## src/rtl/renode_ahb_arbiter.sv

```systemverilog
// Shares one AHB-Lite subordinate port between NumManagers managers, holding grants across bursts.
// Optional build macro: RENODE_AHB_ARBITER_FIXED_PRIORITY_EN selects fixed lowest-index priority instead of round-robin.
module renode_ahb_arbiter #(
    parameter int NumManagers  = 2,
    parameter int AddressWidth = 32,
    parameter int DataWidth    = 32
) (
    input  logic                             hclk,
    input  logic                             hresetn,

    input  logic [1:0]                       m_htrans [NumManagers],
    input  logic [AddressWidth-1:0]          m_haddr  [NumManagers],
    input  logic                             m_hwrite [NumManagers],
    input  logic [2:0]                       m_hsize  [NumManagers],
    input  logic [2:0]                       m_hburst [NumManagers],
    input  logic [DataWidth-1:0]             m_hwdata [NumManagers],
    output logic                             m_hready [NumManagers],
    output logic                             m_hresp  [NumManagers],
    output logic [DataWidth-1:0]             m_hrdata,

    output logic [1:0]                       s_htrans,
    output logic [AddressWidth-1:0]          s_haddr,
    output logic                             s_hwrite,
    output logic [2:0]                       s_hsize,
    output logic [2:0]                       s_hburst,
    output logic [DataWidth-1:0]             s_hwdata,
    output logic                             s_hready,
    input  logic                             s_hreadyout,
    input  logic                             s_hresp,
    input  logic [DataWidth-1:0]             s_hrdata,

    output logic [$clog2(NumManagers)-1:0]   grant,
    output logic [$clog2(NumManagers)-1:0]   data_owner
);

    localparam int IdxW = $clog2(NumManagers);

    localparam logic [1:0] TransIdle   = 2'd0;
    localparam logic [1:0] TransBusy   = 2'd1;
    localparam logic [1:0] TransNonseq = 2'd2;
    localparam logic [1:0] TransSeq    = 2'd3;
    localparam logic [2:0] BurstSingle = 3'd0;

    logic [IdxW-1:0]        grant_q, grant_d;
    logic [IdxW-1:0]        data_owner_q, data_owner_d;
    logic                   data_valid_q, data_valid_d;

    logic [NumManagers-1:0] req;
    logic [1:0]             owner_trans;
    logic [2:0]             owner_burst;
    logic                   hold;
    logic                   arb_en;
    logic                   pick_found;
    logic [IdxW-1:0]        pick_idx;

    always_comb begin
        for (int i = 0; i < NumManagers; i++) begin
            req[i] = m_htrans[i][1];
        end
    end

    assign owner_trans = m_htrans[grant_q];
    assign owner_burst = m_hburst[grant_q];

    // An undefined-length or fixed-length burst keeps the bus from its first NONSEQ onward.
    assign hold = (owner_trans == TransSeq) || (owner_trans == TransBusy) ||
                  ((owner_trans == TransNonseq) && (owner_burst != BurstSingle));

    assign arb_en = s_hreadyout && !hold;

`ifdef RENODE_AHB_ARBITER_FIXED_PRIORITY_EN

    always_comb begin
        pick_found = 1'b0;
        pick_idx   = grant_q;
        for (int k = NumManagers - 1; k >= 0; k--) begin
            if (req[k]) begin
                pick_found = 1'b1;
                pick_idx   = IdxW'(k);
            end
        end
    end

`else

    logic [IdxW-1:0] rr_last_q, rr_last_d;

    // Walk the rotation backwards so the last hit is the first requester after rr_last.
    always_comb begin
        int cand;
        cand       = 0;
        pick_found = 1'b0;
        pick_idx   = grant_q;
        for (int k = NumManagers; k >= 1; k--) begin
            cand = int'(rr_last_q) + k;
            if (cand >= NumManagers) begin
                cand = cand - NumManagers;
            end
            if (req[cand]) begin
                pick_found = 1'b1;
                pick_idx   = IdxW'(cand);
            end
        end
    end

    always_comb begin
        rr_last_d = rr_last_q;
        if (arb_en && pick_found) begin
            rr_last_d = pick_idx;
        end
    end

    always_ff @(posedge hclk or negedge hresetn) begin
        if (!hresetn) begin
            rr_last_q <= IdxW'(NumManagers - 1);
        end else begin
            rr_last_q <= rr_last_d;
        end
    end

`endif

    always_comb begin
        grant_d      = grant_q;
        data_owner_d = data_owner_q;
        data_valid_d = data_valid_q;
        if (arb_en && pick_found) begin
            grant_d = pick_idx;
        end
        if (s_hreadyout) begin
            data_owner_d = grant_q;
            data_valid_d = (owner_trans == TransNonseq) || (owner_trans == TransSeq);
        end
    end

    always_ff @(posedge hclk or negedge hresetn) begin
        if (!hresetn) begin
            grant_q      <= '0;
            data_owner_q <= '0;
            data_valid_q <= 1'b0;
        end else begin
            grant_q      <= grant_d;
            data_owner_q <= data_owner_d;
            data_valid_q <= data_valid_d;
        end
    end

    always_comb begin
        s_htrans = hresetn ? owner_trans : TransIdle;
        s_haddr  = m_haddr[grant_q];
        s_hwrite = m_hwrite[grant_q];
        s_hsize  = m_hsize[grant_q];
        s_hburst = owner_burst;
        s_hwdata = m_hwdata[data_owner_q];
        s_hready = s_hreadyout;
        m_hrdata = s_hrdata;
    end

    // Responses only mean something for a real data phase; data_valid is cleared by reset too.
    always_comb begin
        for (int i = 0; i < NumManagers; i++) begin
            if (!hresetn) begin
                m_hready[i] = 1'b1;
            end else if ((IdxW'(i) == grant_q) || (IdxW'(i) == data_owner_q)) begin
                m_hready[i] = s_hreadyout;
            end else begin
                m_hready[i] = 1'b0;
            end
            m_hresp[i] = (IdxW'(i) == data_owner_q) && data_valid_q && s_hresp;
        end
    end

    assign grant      = grant_q;
    assign data_owner = data_owner_q;

endmodule

```

## config.mk

```make
export PLATFORM = sky130hd
export DESIGN_NAME = renode_ahb_arbiter
export DESIGN_NICKNAME = d
export VERILOG_FILES = /design/src/rtl/renode_ahb_arbiter.sv
export SDC_FILE = /design/constraint.sdc
export NUM_CORES = 1
export LEC_CHECK = 0
export ABC_AREA = 1
export BUFFER_PORTS_ARGS = -buffer_cell sky130_fd_sc_hd__buf_4
export CORE_AREA = 2 2 114 116
export DETAILED_ROUTE_END_ITERATION = 10
export DIE_AREA = 0 0 116 118
export PLACE_DENSITY_LB_ADDON = 0.25
export SETUP_SLACK_MARGIN = 0.15
export SYNTH_ARGS = -nofsm -noshare
export SYNTH_HDL_FRONTEND = slang
export SYNTH_SLANG_ARGS = --single-unit
```

## constraint.sdc

```tcl
create_clock -name hclk -period 2.22 [get_ports hclk]
set_input_delay 0.111 -clock hclk [delete_from_list [all_inputs] [get_ports hclk]]
set_output_delay 0.111 -clock hclk [all_outputs]
set_load 0.005 [all_outputs]
```

==> results.txt <==
----------------------------------------------------
[CTS]
  Number of buffers added by the clock tree synthesis step ... 3
  Sink count of the clock tree ... 4
  Insertion delay of the later-clocked pin in the worst-skew pair ... approximately 0.23 ns
  CTS tree ... built
  H-tree level count ... 1
  Cell at the root of the clock tree ... sky130_fd_sc_hd__clkbuf_16
  Number of post-CTS setup repair buffers ... 0
  Max Buffers Root-to-Sink ... 2
  Register clock-pin slew on the reported worst setup and hold paths ... 0.03 ns

[Pwr]
  Post-layout total power ... 2.44 mW
  Relative contribution of combinational cells to total power ... 81.7%
  Share of total power in sequential cells ... approximately 6.4%
  Cell-internal power ... 1.35 mW
  Net switching power figure ... around 1.1 mW
  Reported leakage power ... a little under 2 nW
  Part of the total power dissipated in the clock network ... 11.9%
  Peak VDD IR ... approximately 0.00055 V
  Power per cell area ... just under 800 nW/µm²
  Switching Fraction ... between 40% and 50%

[Yosys]
  Area share of the largest cell type after synthesis ... slightly below 60%
  Largest area contributor in the synthesized netlist ... sky130_fd_sc_hd__nand2_1
  Count of unique library cells instantiated by Yosys ... 16
  Post-synth net total ... approximately 490
  Warning count from the yosys run ... 0
  Number of instances in the synthesized netlist ... ~310
  Flip-flop and latch count after synthesis ... 4
  Avg Inst Size Synth ... between 4 and 5 µm²
  Post-synth design cell area ... between 1000 and 1500 µm²
  Share of synthesized area occupied by flip-flops and latches ... between 6 and 7%
  Largest cells by area after synthesis ... sky130_fd_sc_hd__nand2_1 (59%), sky130_fd_sc_hd__buf_4 (20%), sky130_fd_sc_hd__dfrtp_1 (5.2%)

[Drt]
  Wire length per cell after detailed routing ... 10.9 µm
  Count of vias placed by the detailed router ... between 2k and 2.5k
  Final antenna-violating net count ... 0
  Drt first pass iters ... 4
  Post-DR vias/cell ... ~3.6
  Drt first-iter violations ... 47
  DRC violation count after routing ... 0
  Post-detailed-routing wire length ... ~7300 µm

[Setup path]
  Crit path arrival time ... between 1.5 and 2 ns
  Type of origin of the critical path ... flip-flop
  Critical path class ... reg2out
  Required arrival time at the worst endpoint ... between 2 and 2.5 ns
  Max Fanout on Critical Path ... 36
  Critical Path Sink Type ... output pin
  R2R setup slack ... 0.62 ns

[Timing]
  Worst slew pin tran ... 0.572 ns
  Fmax ... 553 MHz
  Hold Vio Cnt, Final ... 0
  Unrepaired setup endpoints after global routing ... no
  # setup viols final ... 0
  Worst slew margin relative to its limit ... 61.8%
  Maximum clock skew at final layout ... roughly 0.0037 ns
  Crit share post-route ... 81.4%
  Final count of pins violating max slew ... 0
  Minimum clock period ... between 1.5 and 2 ns
  Setup total negative slack ... 0 ns

[Global routing]
  First-pass GRT wire length ... around 11,000 µm
  Global router's overall resource usage ... a little under a tenth
  Pin count of the biggest net entering global routing ... between 40 and 50
  Vias in the first global route ... 2,223
  Residual overflow from global routing ... 0
  Antenna violations before repair ... 0

[Layout]
  Antenna cells ... 0
  Post-route cell area ... about 3100 µm²
  Area growth from synthesis to layout ... 116%
  Ratio of cells with drive above 1 in the final layout ... between 40% and 50%
  Net count of the finished layout ... about 700

[Floorplan]
  DIE WIDTH ... ~120 µm
  Die Ht ... ~120 µm
  Die area ... 13,700 µm²
  Starting density of the core ... roughly an eighth
  Core footprint ... approximately 12,000 µm²
  Top Ports ... roughly 290
  Row Count ... a little over 40

[Placed design]
  Routability-driven placement congestion ratio ... ~0.86
  IO buf count ... between 200 and 250
  Detailed placer's ending HPWL ... just over 6000 µm
  Cell area after placement ... 3050 µm²

[Status]
  Result of the run ... finished clean

[Hold path]
  Hold Path Class ... in2reg

[Flow run]
  Max-capacitance violation count ... 0

----------------------------------------------------
-- area by class of cell --
type / count / area (µm²)
fillers: 1440 / 9280
inverters: 15 / 63.8
flip-flops and latches: 4 / 101
repair buffers: 232 / 1740
well taps: 172 / 215
clock buffers: 4 / 78.8
multi-input cells: 243 / 931
-- Yosys cell counts --
master,number
sky130_fd_sc_hd__inv_8,1
sky130_fd_sc_hd__a21oi_1,2
sky130_fd_sc_hd__buf_2,8
sky130_fd_sc_hd__nand3_1,3
sky130_fd_sc_hd__buf_4,39
sky130_fd_sc_hd__nand2_1,228
sky130_fd_sc_hd__buf_6,2
sky130_fd_sc_hd__dfrtp_1,3
sky130_fd_sc_hd__dfstp_2,1
sky130_fd_sc_hd__o21ai_0,4
sky130_fd_sc_hd__nand2_2,1
sky130_fd_sc_hd__inv_2,1
sky130_fd_sc_hd__inv_1,13
sky130_fd_sc_hd__o22ai_1,1
sky130_fd_sc_hd__nor2_1,2
sky130_fd_sc_hd__nor3_1,2
-- timing repair --
action | 4_1_cts | 5_1_grt
hold buffers | 1 | 0
gates resized for setup | 0 | 0
hold endpoints to repair | 4 | 0
-- power groups by stage --
stage	Combinational (mW)	Clock, mW	Sequential (mW)
finish	1.99	0.291	0.157
global route	2.22	0.304	0.164
CTS	2.04	0.294	0.158
detailed placement	2.03	0	0.158
global placement	2.03	0	0.155
floorplan	1.04	0	0.125
-- stage by stage --
stage / utilization, % / instances / hold slack [ns] / setup WS [ns]
floorplan: - / 311 / -0.185 / 1.14
global placement: 24.5 / 665 / -0.0720 / 0.624
detailed placement: 24.5 / 665 / -0.0689 / 0.606
CTS: 25.2 / 670 / 0.147 / 0.376
global route: 25.2 / 670 / 0.170 / 0.232
finish: 25.2 / 670 / 0.148 / 0.413
-- worst paths after layout --
path | from | to | cells past startpoint
setup / recovery | grant | s_htrans[0] | 4
hold / removal | s_hreadyout | data_owner | 2
setup reg to reg | grant | grant | 7
hold reg to reg | rr_last_q | rr_last_q | 2
max in group asynchronous | hresetn | rr_last_q | 2
min in group asynchronous | hresetn | data_valid_q | 2
-- state kept, by name, summed over array words and instances, names as in the netlist --
| name | cells |
|---|---|
| data_valid_q | 1 |
| data_owner | 1 |
| rr_last_q | 1 |
| grant | 1 |
-- worst max-delay path, cell delays in order, from the launching register on --
cell                      delay (ns)
sky130_fd_sc_hd__dfrtp_1        0.63
sky130_fd_sc_hd__buf_4          0.43
sky130_fd_sc_hd__nand2_1        0.12
sky130_fd_sc_hd__a21oi_1        0.16
sky130_fd_sc_hd__buf_4          0.12
-- cell families (layout without fill, tap and decap cells) --
kind of cell | Yosys count | count (layout) | share of synthesized area (%)
AO/OA/AOI/OAI | 7 | 7 | 2.50
AND/OR/NAND/NOR | 236 | 236 | 61.6
flip-flops | 4 | 4 | 6.98
buffers and inverters | 64 | 251 | 28.9
-- layout by cell type (no fill, tap or decap), drive strengths merged --
cell type and instances:
buf 231, nand2 229, inv 15, o21ai 4
clkbuf 4, nand3 3, dfrtp 3, a21oi 2
nor3 2, nor2 2, o22ai 1, dlygate4sd3 1
dfstp 1
-- layer usage --
metal | global-route usage [%] | vias up | wire (µm)
li1 | - | 1259 | -
met2 | 17.3 | 140 | 3660
met5 | 0 | - | 0
met1 | 10.7 | 1021 | 2810
met3 | 2.63 | 18 | 662
met4 | 2.68 | 0 | 165
No activity file was read; power rests on OpenSTA's default activity.
